**config.mk**
```make
export PLATFORM = sky130hd
export DESIGN_NAME = uart_echo_fifo
export DESIGN_NICKNAME = d
export VERILOG_FILES = /design/src/rtl/uart_echo_fifo.sv
export SDC_FILE = /design/constraint.sdc
export NUM_CORES = 1
export LEC_CHECK = 0
export CORE_ASPECT_RATIO = 0.9
export CORE_UTILIZATION = 35
export CTS_CLUSTER_SIZE = 10
export DETAILED_ROUTE_END_ITERATION = 12
export PLACE_DENSITY = 0.57
export SYNTH_ARGS = -nofsm -noshare
export SYNTH_HDL_FRONTEND = slang
export SYNTH_SLANG_ARGS = --single-unit
```
**constraint.sdc**
```tcl
create_clock -name clk -period 5.9 [get_ports clk]
set_clock_uncertainty 0.1 [all_clocks]
set_input_delay 1.18 -clock clk [delete_from_list [all_inputs] [get_ports clk]]
set_output_delay 1.18 -clock clk [all_outputs]
set_load 0.01 [all_outputs]
```
**src/rtl/uart_echo_fifo.sv**
```systemverilog
// ---------------------------------------------------------------------------
// uart_echo_fifo
//
// Buffered echo stage between the UART receiver and the UART transmitter.
// Good received bytes are queued in a circular FIFO and drained into the
// transmitter one at a time through the tx_start / tx_data_out / tx_busy
// handshake. Bytes with a parity error are discarded, and bytes arriving
// while the FIFO is full are dropped. Both events are counted so they can
// be watched on an ILA.
//
// Parameters
//   DEPTH      FIFO entries (power of two, >= 2)
//   BUSY_WAIT  cycles to wait for tx_busy to rise after tx_start before the
//              byte is assumed sent (>= 1)
//
// Ports
//   clk              system clock
//   rst              asynchronous active-high reset
//   rx_data_in       received byte, qualified by rx_ready
//   rx_ready         one-cycle strobe, a byte was received
//   rx_parity_error  qualifies rx_ready, 1 = byte is bad
//   tx_busy          transmitter is busy
//   clear            synchronous flush of FIFO, flags and counters
//   tx_start         one-cycle transmit strobe
//   tx_data_out      byte to transmit, held until the next tx_start
//   fifo_level       current occupancy, 0..DEPTH
//   overflow         sticky, a good byte was dropped because of a full FIFO
//   drop_count       bytes dropped on full, saturates at 255
//   perr_count       bytes discarded for parity, saturates at 255
// ---------------------------------------------------------------------------
module uart_echo_fifo #(
  parameter int DEPTH     = 16,
  parameter int BUSY_WAIT = 4
) (
  input  logic                     clk,
  input  logic                     rst,
  input  logic [7:0]               rx_data_in,
  input  logic                     rx_ready,
  input  logic                     rx_parity_error,
  input  logic                     tx_busy,
  input  logic                     clear,
  output logic                     tx_start,
  output logic [7:0]               tx_data_out,
  output logic [$clog2(DEPTH):0]   fifo_level,
  output logic                     overflow,
  output logic [7:0]               drop_count,
  output logic [7:0]               perr_count
);

  localparam int AW = $clog2(DEPTH);
  localparam int WW = (BUSY_WAIT > 1) ? $clog2(BUSY_WAIT) : 1;

  localparam logic [AW:0]   FULL_LEVEL = (AW + 1)'(DEPTH);
  localparam logic [AW:0]   LEVEL_ONE  = (AW + 1)'(1);
  localparam logic [AW-1:0] PTR_ONE    = AW'(1);
  localparam logic [WW-1:0] WAIT_LAST  = WW'(BUSY_WAIT - 1);
  localparam logic [WW-1:0] WAIT_ONE   = WW'(1);
  localparam logic [7:0]    CNT_MAX    = 8'hFF;

  typedef enum logic [1:0] {
    IDLE,
    WAIT_BUSY,
    WAIT_DONE
  } state_t;

  logic [7:0]    mem [DEPTH];
  logic [AW-1:0] wr_ptr;
  logic [AW-1:0] rd_ptr;
  logic [WW-1:0] wait_cnt;
  state_t        state;

  logic full;
  logic empty;
  logic rx_good;
  logic push;
  logic pop;

  // Full/empty come from the registered level, so a pop in the same cycle
  // never makes room for a write arriving in that cycle. clear suppresses
  // both push and pop.
  always_comb begin
    full    = (fifo_level == FULL_LEVEL);
    empty   = (fifo_level == '0);
    rx_good = rx_ready && !rx_parity_error;
    push    = rx_good && !full && !clear;
    pop     = (state == IDLE) && !empty && !tx_busy && !clear;
  end

  // Storage array. Contents are don't-care after reset, so it carries no
  // reset and can map onto plain registers or distributed RAM.
  always_ff @(posedge clk) begin
    if (push) begin
      mem[wr_ptr] <= rx_data_in;
    end
  end

  // Pointers wrap naturally at DEPTH; the level counter is kept separately
  // so full and empty are unambiguous.
  always_ff @(posedge clk or posedge rst) begin
    if (rst) begin
      wr_ptr     <= '0;
      rd_ptr     <= '0;
      fifo_level <= '0;
    end else if (clear) begin
      wr_ptr     <= '0;
      rd_ptr     <= '0;
      fifo_level <= '0;
    end else begin
      if (push) begin
        wr_ptr <= wr_ptr + PTR_ONE;
      end
      if (pop) begin
        rd_ptr <= rd_ptr + PTR_ONE;
      end
      if (push && !pop) begin
        fifo_level <= fifo_level + LEVEL_ONE;
      end else if (pop && !push) begin
        fifo_level <= fifo_level - LEVEL_ONE;
      end
    end
  end

  // Debug flags and saturating counters for dropped and bad bytes.
  always_ff @(posedge clk or posedge rst) begin
    if (rst) begin
      overflow   <= 1'b0;
      drop_count <= '0;
      perr_count <= '0;
    end else if (clear) begin
      overflow   <= 1'b0;
      drop_count <= '0;
      perr_count <= '0;
    end else if (rx_ready) begin
      if (rx_parity_error) begin
        if (perr_count != CNT_MAX) begin
          perr_count <= perr_count + 8'd1;
        end
      end else if (full) begin
        overflow <= 1'b1;
        if (drop_count != CNT_MAX) begin
          drop_count <= drop_count + 8'd1;
        end
      end
    end
  end

  // Drain FSM. A byte is handed to the transmitter from IDLE, then we wait
  // for tx_busy to rise (or give up after BUSY_WAIT cycles for transmitters
  // that never show busy) and for it to fall again before the next byte.
  // tx_data_out is only loaded on a pop, so clear leaves it untouched.
  always_ff @(posedge clk or posedge rst) begin
    if (rst) begin
      state       <= IDLE;
      tx_start    <= 1'b0;
      tx_data_out <= '0;
      wait_cnt    <= '0;
    end else if (clear) begin
      state    <= IDLE;
      tx_start <= 1'b0;
      wait_cnt <= '0;
    end else begin
      case (state)
        IDLE: begin
          tx_start <= 1'b0;
          if (pop) begin
            tx_data_out <= mem[rd_ptr];
            tx_start    <= 1'b1;
            wait_cnt    <= '0;
            state       <= WAIT_BUSY;
          end
        end
        WAIT_BUSY: begin
          tx_start <= 1'b0;
          if (tx_busy) begin
            state <= WAIT_DONE;
          end else if (wait_cnt == WAIT_LAST) begin
            state <= IDLE;
          end else begin
            wait_cnt <= wait_cnt + WAIT_ONE;
          end
        end
        WAIT_DONE: begin
          tx_start <= 1'b0;
          if (!tx_busy) begin
            state <= IDLE;
          end
        end
        default: begin
          tx_start <= 1'b0;
          state    <= IDLE;
        end
      endcase
    end
  end

endmodule

```
==> results.py <==
metrics = {
    "placed_design": {
        "dp_slack_ns": 1.63,
        "port_buffers": 44,
        "gp_congestion": 0.758,
        "placed_area_mm2": 0.00786,
        "place_inst": 706,
        "dpl.hpwl_um": 8950,
    },
    "pwr": {
        "pwr_density_cell_mw_per_mm2": 361,
        "ir_worst_vdd_mv": 0.225,
        "power_mw": 3.06,
        "p_leak_nw": 2.86,
    },
    "sta": {
        "worst_pin_slew_ns": 0.933,
        "worst_slack_ns": 2.05,
        "period_minus_slack_ns": 3.85,
        "setup_tns_ns": 0,
        "hold_viol_final": 0,
        "finalCritPeriodShare_pct": 65.2,
        "whs_ns": 0.406,
        "max-slew-margin-rel_pct": 37.7,
        "final-max-slew-violation-count": 0,
        "rsz0062_at_grt": "false",
        "max_freq_ghz": 0.260,
        "finalSetupViolations": 0,
    },
    "setup_path": {
        "cp_data_arrival_time_ns": 4.03,
        "endpoint_kind": "flip-flop",
        "required_ns": 6.09,
        "path_max_fanout": 37,
        "critPathKind": "in -> reg",
        "crit_path_start_kind": "input pin",
    },
    "die": {
        "rows": 49,
        "start_util_pct": 35.8,
        "ios": 45,
        "dieArea_mm2": 0.0211,
        "die_w_um": 153,
        "die_h_um": 138,
        "core-area_mm2": 0.0200,
    },
    "outcome": {
        "status": "completed",
    },
    "detailed_routing": {
        "drc": 0,
        "drtPass1Iterations": 4,
        "wire_per_inst_um": 19.0,
        "routed_via_density": 5.03,
        "vias": 3714,
        "final_antenna_net_count": 0,
        "first_iter_violations": 286,
        "routed_wl_um": 14000,
    },
    "clock_network": {
        "post_cts_buffers": 0,
        "cts_buffer_depth": 2,
        "cts_tree": "built",
        "cts_htree_levels": 4,
        "clkLatencyLatePin_ns": 0.42,
        "cts-resized-gates": 0,
        "clk_pin_slew_worst_paths_ns": 0.07,
        "clockRootBuffer": "clkbuf_16",
        "cts-hold-fix-buffers": 0,
        "cts_inserted_buffers": 17,
        "clkSinkCount": 171,
    },
    "yosys": {
        "synth_cell_types": 44,
        "avgSynthCellArea_um2": 16.9,
        "synthFlopType": "edfxtp_1",
        "syn-cell-area_mm2": 0.00717,
        "synth.yosys.seq_area_share_pct": 68.6,
        "async_flop_share_pct": 25.1,
        "synthCells": 425,
        "yosys_warnings": 0,
        "synth_edf_count": 128,
        "synth_seq_cells": 171,
        "syn_nets": 452,
    },
    "cells_and_area": {
        "diodes": 0,
        "layout_commonest_cell": "edfxtp_1",
        "final_cells": 738,
        "fin_area_mm2": 0.00847,
        "drive_gt1_share_pct": 16.4,
        "final_net_count": 497,
        "final_cell_mix": "edfxtp_1, clkdlybuf4s50_1, dfrtp_1",
        "utilization_pct": 42.3,
        "syn2layout_area_growth_pct": 18.2,
        "fillerInstances": 1770,
    },
    "grt": {
        "grt_max_degree": 44,
        "grt_pass1_wl_um": 21800,
        "grt_antenna_before_repair": 0,
        "grt_pass1_vias": 3842,
        "grt-ovfl-total": 0,
        "track_usage_pct": 14.1,
    },
    "run": {
        "cap_viol_max_count": 0,
    },
    "min_path": {
        "hold_path.class": "reg -> reg",
    },
}
-- logic make-up after synthesis --
kind of cell	after synthesis	share of synthesized area [%]
fa+ha+maj	13	2.37
mux	53	13.0
simple gates	110	7.98
xor+xnor	22	2.95
buf+inv	29	1.80
flops	171	68.6
compound gates	27	3.30
-- critical path, stage by stage --
cell and delay (ns):
clkdlybuf4s50_1 0.40, buf_4 0.26, a2111oi_4 0.58, nand2_1 0.26, fa_1 0.47, a21o_1 0.20
a21o_1 0.19, and3_1 0.19, nor3_1 0.23, nor3b_2 0.07
-- power by group --
group	total, mW	switching [mW]	leakage, nW	internal, mW
Clock	1.16	0.479	0.295	0.680
Combinational	0.467	0.237	0.837	0.229
Sequential	1.44	0.0827	1.73	1.35
Total	3.06	0.799	2.86	2.26
-- final cells by class --
| type | instances | area (um2) | area share, % |
|---|---|---|---|
| Sequential cell | 171 | 4920 | 58.1 |
| Multi-Input combinational cell | 225 | 2120 | 25.0 |
| Timing Repair Buffer | 47 | 463 | 5.47 |
| Clock buffer | 19 | 433 | 5.11 |
| Tap cell | 255 | 319 | 3.77 |
| Clock inverter | 13 | 183 | 2.16 |
| Inverter | 8 | 30.0 | 0.355 |
-- flip-flops by register name, indices dropped and copies added (netlist names) --
name,cells
overflow,1
wr_ptr,4
state,2
mem,128
wait_cnt,2
rd_ptr,4
drop_count,8
tx_start,1
fifo_level,5
tx_data_out,8
perr_count,8
-- synth_stat cells (2+ instances only) --
master	instances	area share, %
a21o_1	2	0.21
clkbuf_1	12	0.63
o221ai_1	8	0.98
xnor2_1	11	1.3
mux4_2	32	10
nor3_1	7	0.49
mux2i_1	21	2.9
buf_2	7	0.49
nor2b_1	2	0.17
edfxtp_1	128	54
a21oi_1	6	0.42
xor2_1	10	1.2
and4_1	5	0.61
nor2_1	35	1.8
o21ai_0	3	0.21
and3_1	2	0.17
inv_1	8	0.42
and2_1	13	1.1
nand3_1	6	0.42
dfrtp_1	43	15
nand2_1	24	1.3
or3_1	3	0.26
nor3b_1	2	0.21
nand4_1	4	0.35
ha_1	12	2.1
-- final timing paths --
path                                startpoint  slack, ns              to  depth (start not counted)
max in group asynchronous                  rst       3.86       rd_ptr[3]                          2
min in group asynchronous                  rst       1.20   drop_count[1]                          2
worst min-delay path            tx_data_out[2]       0.41  tx_data_out[2]                          2
worst max register to register   fifo_level[0]       2.40   fifo_level[4]                          9
worst min register to register  tx_data_out[2]       0.41  tx_data_out[2]                          2
worst max-delay path                     clear       2.05   fifo_level[4]                         10
-- per-layer routing --
layer / up-vias / part of all wire, % / GRT usage [%]
met5: - / 0 / 0
met4: 0 / 1.9 / 6.68
met3: 19 / 3.2 / 2.17
met2: 66 / 49 / 23.2
met1: 1914 / 46 / 18.6
li1: 1715 / - / -
Power figures use the tool's default switching activity.
